<file path="src/rtl/intc_arbiter.sv">
// intc_arbiter: fixed-priority interrupt controller for up to eight sources.
// Each source is edge-detected and latched as pending, gated by MASK, and the
// lowest pending+enabled index is offered to the CPU on INT. The CPU services
// one interrupt at a time; an EOI write ends service.
// Build option: define INTC_SYNC_EN to add a 2-flop synchronizer per source
// (for switch/button inputs); without it irq_src must be synchronous to clk.
// Register window (addr_bus[3:2]): 0 PENDING (W1C), 1 MASK, 2 CAUSE (RO), 3 EOI.
module intc_arbiter #(
   parameter int          NSRC      = 8,
   parameter logic [31:0] BASE_ADDR = 32'hD000_0000
) (
   input  logic            clk,
   input  logic            rstn,
   input  logic [NSRC-1:0] irq_src,
   input  logic            int_ack,
   input  logic [31:0]     addr_bus,
   input  logic            mem_w,
   input  logic [31:0]     Cpu_data2bus,
   output logic [31:0]     intc_rdata,
   output logic            intc_sel,
   output logic            INT,
   output logic [2:0]      int_id,
   output logic            in_service
);

   typedef enum logic [1:0] {
      S_IDLE    = 2'd0,
      S_REQ     = 2'd1,
      S_SERVICE = 2'd2
   } state_t;

   state_t          state, state_nx;
   logic [NSRC-1:0] src_s;
   logic [NSRC-1:0] src_prev;
   logic [NSRC-1:0] src_edge;
   logic [NSRC-1:0] pending;
   logic [NSRC-1:0] mask;
   logic [NSRC-1:0] req;
   logic [NSRC-1:0] w1c_clr;
   logic [NSRC-1:0] ack_clr;
   logic [2:0]      winner;
   logic            wr_en, wr_pend, wr_mask, wr_eoi;
   logic            ack_take;
   logic [31:0]     pend_ext, mask_ext;
   logic            unused_bits;

   // Address bits below the word offset and data bits above NSRC carry no meaning here.
   assign unused_bits = ^{addr_bus[1:0], Cpu_data2bus[31:NSRC]};

   assign intc_sel = (addr_bus[31:4] == BASE_ADDR[31:4]);
   assign wr_en    = mem_w & intc_sel;
   assign wr_pend  = wr_en & (addr_bus[3:2] == 2'd0);
   assign wr_mask  = wr_en & (addr_bus[3:2] == 2'd1);
   assign wr_eoi   = wr_en & (addr_bus[3:2] == 2'd3);

`ifdef INTC_SYNC_EN
   logic [NSRC-1:0] sync_q1, sync_q2;

   // Two-flop synchronizer for asynchronous sources (switches, buttons).
   always_ff @(posedge clk or negedge rstn) begin
      if (!rstn) begin
         sync_q1 <= '0;
         sync_q2 <= '0;
      end else begin
         sync_q1 <= irq_src;
         sync_q2 <= sync_q1;
      end
   end

   assign src_s = sync_q2;
`else
   assign src_s = irq_src;
`endif

   assign src_edge = src_s & ~src_prev;
   assign req      = pending & mask;
   assign ack_take = (state == S_REQ) && int_ack && (req != '0);
   assign w1c_clr  = wr_pend ? Cpu_data2bus[NSRC-1:0] : '0;

   // Priority encoder: scanning downward leaves the lowest set index as winner.
   always_comb begin
      winner = 3'd0;
      for (int i = NSRC - 1; i >= 0; i--) begin
         if (req[i]) winner = 3'(i);
      end
   end

   // One-hot clear for the bit being acknowledged.
   always_comb begin
      ack_clr = '0;
      for (int i = 0; i < NSRC; i++) begin
         ack_clr[i] = ack_take && (winner == 3'(i));
      end
   end

   // Previous-sample register for edge detection.
   always_ff @(posedge clk or negedge rstn) begin
      if (!rstn) src_prev <= '0;
      else       src_prev <= src_s;
   end

   // Pending latch: a same-cycle edge overrides both W1C and acknowledge clears.
   always_ff @(posedge clk or negedge rstn) begin
      if (!rstn) pending <= '0;
      else       pending <= (pending & ~w1c_clr & ~ack_clr) | src_edge;
   end

   // MASK register, enable bit per source.
   always_ff @(posedge clk or negedge rstn) begin
      if (!rstn)        mask <= '0;
      else if (wr_mask) mask <= Cpu_data2bus[NSRC-1:0];
   end

   // In-service ID captured at acknowledge.
   always_ff @(posedge clk or negedge rstn) begin
      if (!rstn)         int_id <= 3'd0;
      else if (ack_take) int_id <= winner;
   end

   // FSM state register.
   always_ff @(posedge clk or negedge rstn) begin
      if (!rstn) state <= S_IDLE;
      else       state <= state_nx;
   end

   // FSM next-state: no nesting, so SERVICE waits only for EOI.
   always_comb begin
      state_nx = state;
      case (state)
         S_IDLE:    if (req != '0) state_nx = S_REQ;
         S_REQ: begin
            if (req == '0)   state_nx = S_IDLE;
            else if (int_ack) state_nx = S_SERVICE;
         end
         S_SERVICE: if (wr_eoi) state_nx = S_IDLE;
         default:   state_nx = S_IDLE;
      endcase
   end

   // FSM outputs decoded from the state register, so INT is a registered request.
   always_comb begin
      INT        = (state == S_REQ);
      in_service = (state == S_SERVICE);
   end

   // Read mux: zero-latency, zero when the window is not selected.
   always_comb begin
      pend_ext             = '0;
      mask_ext             = '0;
      pend_ext[NSRC-1:0]   = pending;
      mask_ext[NSRC-1:0]   = mask;
      intc_rdata           = '0;
      if (intc_sel) begin
         case (addr_bus[3:2])
            2'd0:    intc_rdata = pend_ext;
            2'd1:    intc_rdata = mask_ext;
            2'd2:    intc_rdata = {in_service, 28'b0, int_id};
            default: intc_rdata = '0;
         endcase
      end
   end

endmodule
</file>
<file path="config.mk">
export PLATFORM = sky130hd
export DESIGN_NAME = intc_arbiter
export DESIGN_NICKNAME = d
export VERILOG_FILES = /design/src/rtl/intc_arbiter.sv
export SDC_FILE = /design/constraint.sdc
export NUM_CORES = 1
export LEC_CHECK = 0
export BUFFER_PORTS_ARGS = -buffer_cell sky130_fd_sc_hd__buf_2
export CORE_AREA = 2 2 51 88
export CTS_BUF_LIST = sky130_fd_sc_hd__clkbuf_8
export DETAILED_ROUTE_END_ITERATION = 7
export DIE_AREA = 0 0 53 90
export HOLD_SLACK_MARGIN = 0.05
export PLACE_DENSITY = 0.91
export SKIP_LAST_GASP = 1
export SYNTH_ARGS = -nofsm -noshare
export SYNTH_HDL_FRONTEND = slang
export SYNTH_SLANG_ARGS = --single-unit
</file>
<file path="constraint.sdc">
create_clock -name clk -period 1.9 [get_ports clk]
set_input_delay 0.38 -clock clk [delete_from_list [all_inputs] [get_ports clk]]
set_output_delay 0.38 -clock clk [all_outputs]
set_load 0.05 [all_outputs]
</file>
==> results summary <==
For this configuration, the core starts out at a cell density of 41.0%. The clock period minus final worst setup slack is 2.10 ns. The total I/O pin count is 114.

The top cell type's share of synthesized area came out at 43.4%. The arrival time of data at the critical path endpoint is 1.72 ns. Yosys attributes the largest share of cell area to sky130_fd_sc_hd__dfrtp_1 (43%), sky130_fd_sc_hd__buf_4 (10%), sky130_fd_sc_hd__mux2_2 (6.1%). The total grt overflow is 0. The count of fill cells added during filler insertion came out at 335. In the synthesized netlist the dominant register cell turns out to be sky130_fd_sc_hd__dfrtp_1. The fraction of power spent switching nets is 27.8%. The post-synthesis cell type count is 33.

The number of global-route vias before repair is 1,650. The width of the die came out at 53 um. The maximum level of the CTS H-tree came out at 2.

Summed over all failing endpoints, the final setup total negative slack is -1.69 ns. The per-cell via count in the routed design is 5.15. The setup slack at placement is -0.374 ns. The most repeated cell in the gate-level netlist after synthesis is sky130_fd_sc_hd__dfrtp_1.

The final antenna diode count is 0. The overall track demand over capacity in global routing is 19.2%. After floorplanning, the core was sized to cover 0.00407 mm^2. The post-detailed-placement half-perimeter wirelength is 3400 um.

TritonCTS built the clock tree. After detailed routing, the average wire length per cell comes to 14.7 um. The worst setup path is launched from a primary input. After synthesis the cells add up to 0.00167 mm^2. The maximum resistive drop on vdd is 0.465 mV. On the final layout, the worst clock skew is 0.00477 ns. The number of max-cap violations came out at 0. The first global-routing pass estimated 6850 um of wire.

The Yosys step of the flow raised 0 warnings. The run finished, with violations left. On the critical path the largest part of the delay comes from simple AND/OR/NAND/NOR gates. The critical path required time came out at 1.52 ns.

The remaining routing DRC violations is 0. The top fanout value on the critical path came out at 5. After clock tree synthesis, the flow added hold-fix buffers numbering 0. The number of port buffers is 64.

The net switching component of the power came out at 0.392 mW. The detailed router's first-iteration violation count came out at 29. The clock passes through at most 2 buffers. At the later pin of the worst-skew pair, clock insertion delay measures 0.28 ns. The floorplan die area is 0.00477 mm^2. The part of the total power dissipated in combinational logic is 16.4%. The number of antenna violations at the first check in global routing came out at 0. The number of instances in the synthesized netlist is 173. Setup repair after global routing could not meet its margin everywhere. The actual slew at the worst max-slew pin is 0.645 ns. The final count of pins violating max slew is 0. The post-route standard cell area excluding fillers is 0.00250 mm^2.

The final-report hold violation count is 0. The commonest cells after synthesis are sky130_fd_sc_hd__dfrtp_1 (29), sky130_fd_sc_hd__buf_4 (23), sky130_fd_sc_hd__nand2_1 (21). In this run the mean area of a mapped cell was 9.66 um^2. For this run, the post-layout net count is 331.

Summing all placed instances gives a cell area of 0.00216 mm^2. At the end of routability-driven placement, the weighted congestion stood at 0.809. sky130_fd_sc_hd__dfrtp_1 takes more of the synthesized area than any other cell. The share of async-settable or async-resettable flops after synthesis came out at 100%.

The die boundary height is 90 um. The portion of the clock cycle consumed by the worst path in the final layout is 110%. The max-slew headroom at the worst pin came out at 57.0%. The post-synthesis register bit count came out at 29. The proportion of synthesized chip area in sequential cells came out at 43.4%. The fmax is 0.477 GHz. The largest incremental delay on the critical path came out at 0.50 ns. STA classifies the critical path endpoint as a primary output. The number of buffer and inverter instances along the worst setup path is 2. Entering global routing, the biggest net connects 30 pins.

The cell chosen for the clock root is sky130_fd_sc_hd__clkbuf_8. The static leakage power came out at 1.19 nW. The checks that failed: negative setup slack.

The total clock buffers created by CTS is 5. The synthesized design contains 0 enable-type register cells. Sequential cells account for 44.6% of the total power. In the final layout, the share of cells above drive strength 1 is 47.3%.

The internal power consumption came out at 1.02 mW. Compared with the post-synthesis result, the final layout area differs by 49.4%. The number of nets with antenna violations after routing is 0. The number of cells on the critical path came out at 6. The count of cells along the worst register-to-register path is 5. Summed over all layers, the routed wires come to 4490 um.

The final worst slack came out at -0.196 ns. The share of total power dissipated in the clock network is 39.0%. The number of placement rows came out at 31. Clock-pin slew was measured on the worst setup and hold paths at 0.06 ns. On the critical path, the stage with the largest delay is an instance of sky130_fd_sc_hd__or3_4. The setup path with the least slack is of type primary input to primary output. For this design, the sink count on the clock tree is 29. The total via count after detailed routing came out at 1,572. The critical path goes through buf_6 -> nor4_4 -> nand4_1 -> or3_4 -> nor2_4 -> buf_8. In this run the worst hold path is classified as primary input to asynchronous set/reset pin.

The total of endpoints with negative setup slack in the final report is 18. Dividing total power by cell area gives a power density of 563 mW/mm^2. The number of iterations in the first detailed-routing pass is 4.
## placed cells by master, fill, tap and decap left out, types with 2 or more instances in the layout
master,instances
sky130_fd_sc_hd__nand3_1,2
sky130_fd_sc_hd__nor2_4,8
sky130_fd_sc_hd__conb_1,23
sky130_fd_sc_hd__buf_8,6
sky130_fd_sc_hd__buf_6,11
sky130_fd_sc_hd__clkbuf_8,7
sky130_fd_sc_hd__a32o_1,7
sky130_fd_sc_hd__mux2_2,2
sky130_fd_sc_hd__nor2_1,5
sky130_fd_sc_hd__a22o_1,2
sky130_fd_sc_hd__nor4_4,3
sky130_fd_sc_hd__inv_1,8
sky130_fd_sc_hd__buf_4,12
sky130_fd_sc_hd__mux2_4,7
sky130_fd_sc_hd__nor2b_1,4
sky130_fd_sc_hd__buf_2,50
sky130_fd_sc_hd__nor4b_2,2
sky130_fd_sc_hd__nand4_1,3
sky130_fd_sc_hd__mux2i_1,8
sky130_fd_sc_hd__nand2b_1,3
sky130_fd_sc_hd__a21oi_1,8
sky130_fd_sc_hd__nor4_2,2
sky130_fd_sc_hd__a22oi_1,3
sky130_fd_sc_hd__dfrtp_1,29
sky130_fd_sc_hd__nand2_1,21
## stage by stage
step | instances | hold slack (ns) | utilization, % | total power [mW]
after floorplan | 195 | 0.0844 | - | 0.809
after global placement | 295 | 0.421 | 53.1 | 0.854
after detailed placement | 295 | 0.436 | 53.1 | 0.858
after CTS | 305 | 0.137 | 60.1 | 1.42
after global routing | 305 | 0.180 | 61.3 | 1.46
final | 305 | 0.122 | 61.3 | 1.41
## cells by family (layout without fill, tap and decap cells)
logic type	Yosys count	count (layout)	share of synthesized area (%)
AOI/OAI and AO/OA	26	26	11.6
buffers and inverters	36	97	13.3
DFF	29	29	43.4
other	1	23	0.224
muxes	17	17	10.9
and+or+nand+nor	64	64	20.6
## sequential cells by signal, summed over array words and instances, names as in the netlist
name	flops
mask	8
pending	8
src_prev	8
int_id	3
state	2
## area by class of cell
type / instances / area (um^2) / share of cell area (%)
Tap cell: 49 / 61.3 / 2.45
Clock buffer: 7 / 96.3 / 3.86
Multi-Input combinational cell: 130 / 997 / 39.9
Timing Repair Buffer: 80 / 574 / 23.0
Clock inverter: 1 / 5.00 / 0.200
Sequential cell: 29 / 726 / 29.1
Inverter: 9 / 37.5 / 1.50
## what timing repair did
action                     CTS  global route
pin swaps                   13             5
setup buffers                3             1
setup endpoints to repair   18            23
resized for setup           44            11
## power by group through the flow
stage | clock network [mW] | registers (mW) | logic (mW)
2_1_floorplan | 0 | 0.639 | 0.170
3_3_place_gp | 0 | 0.639 | 0.215
3_5_place_dp | 0 | 0.639 | 0.218
4_1_cts | 0.566 | 0.628 | 0.225
5_1_grt | 0.585 | 0.628 | 0.245
6_report | 0.549 | 0.628 | 0.230
## worst paths after layout
path | from | end | slack (ns)
worst max-delay path | addr_bus[11] | intc_rdata[5] | -0.20
worst min-delay path | rstn | pending[5] | 0.12
worst max register to register | pending[3] | pending[2] | 0.05
worst min register to register | state[1] | state[0] | 0.47
max in group asynchronous | rstn | pending[0] | 1.35
min in group clk | irq_src[1] | src_prev[1] | 0.22
## per-layer routing
metal / track usage [%] / share of wire (%) / vias to the layer above
li1: - / - / 730
met1: 18.4 / 33 / 738
met2: 35.7 / 56 / 87
met3: 3.82 / 8.2 / 17
met4: 10.0 / 3.6 / 0
met5: 0 / 0 / -
Power figures use the tool's default switching activity.
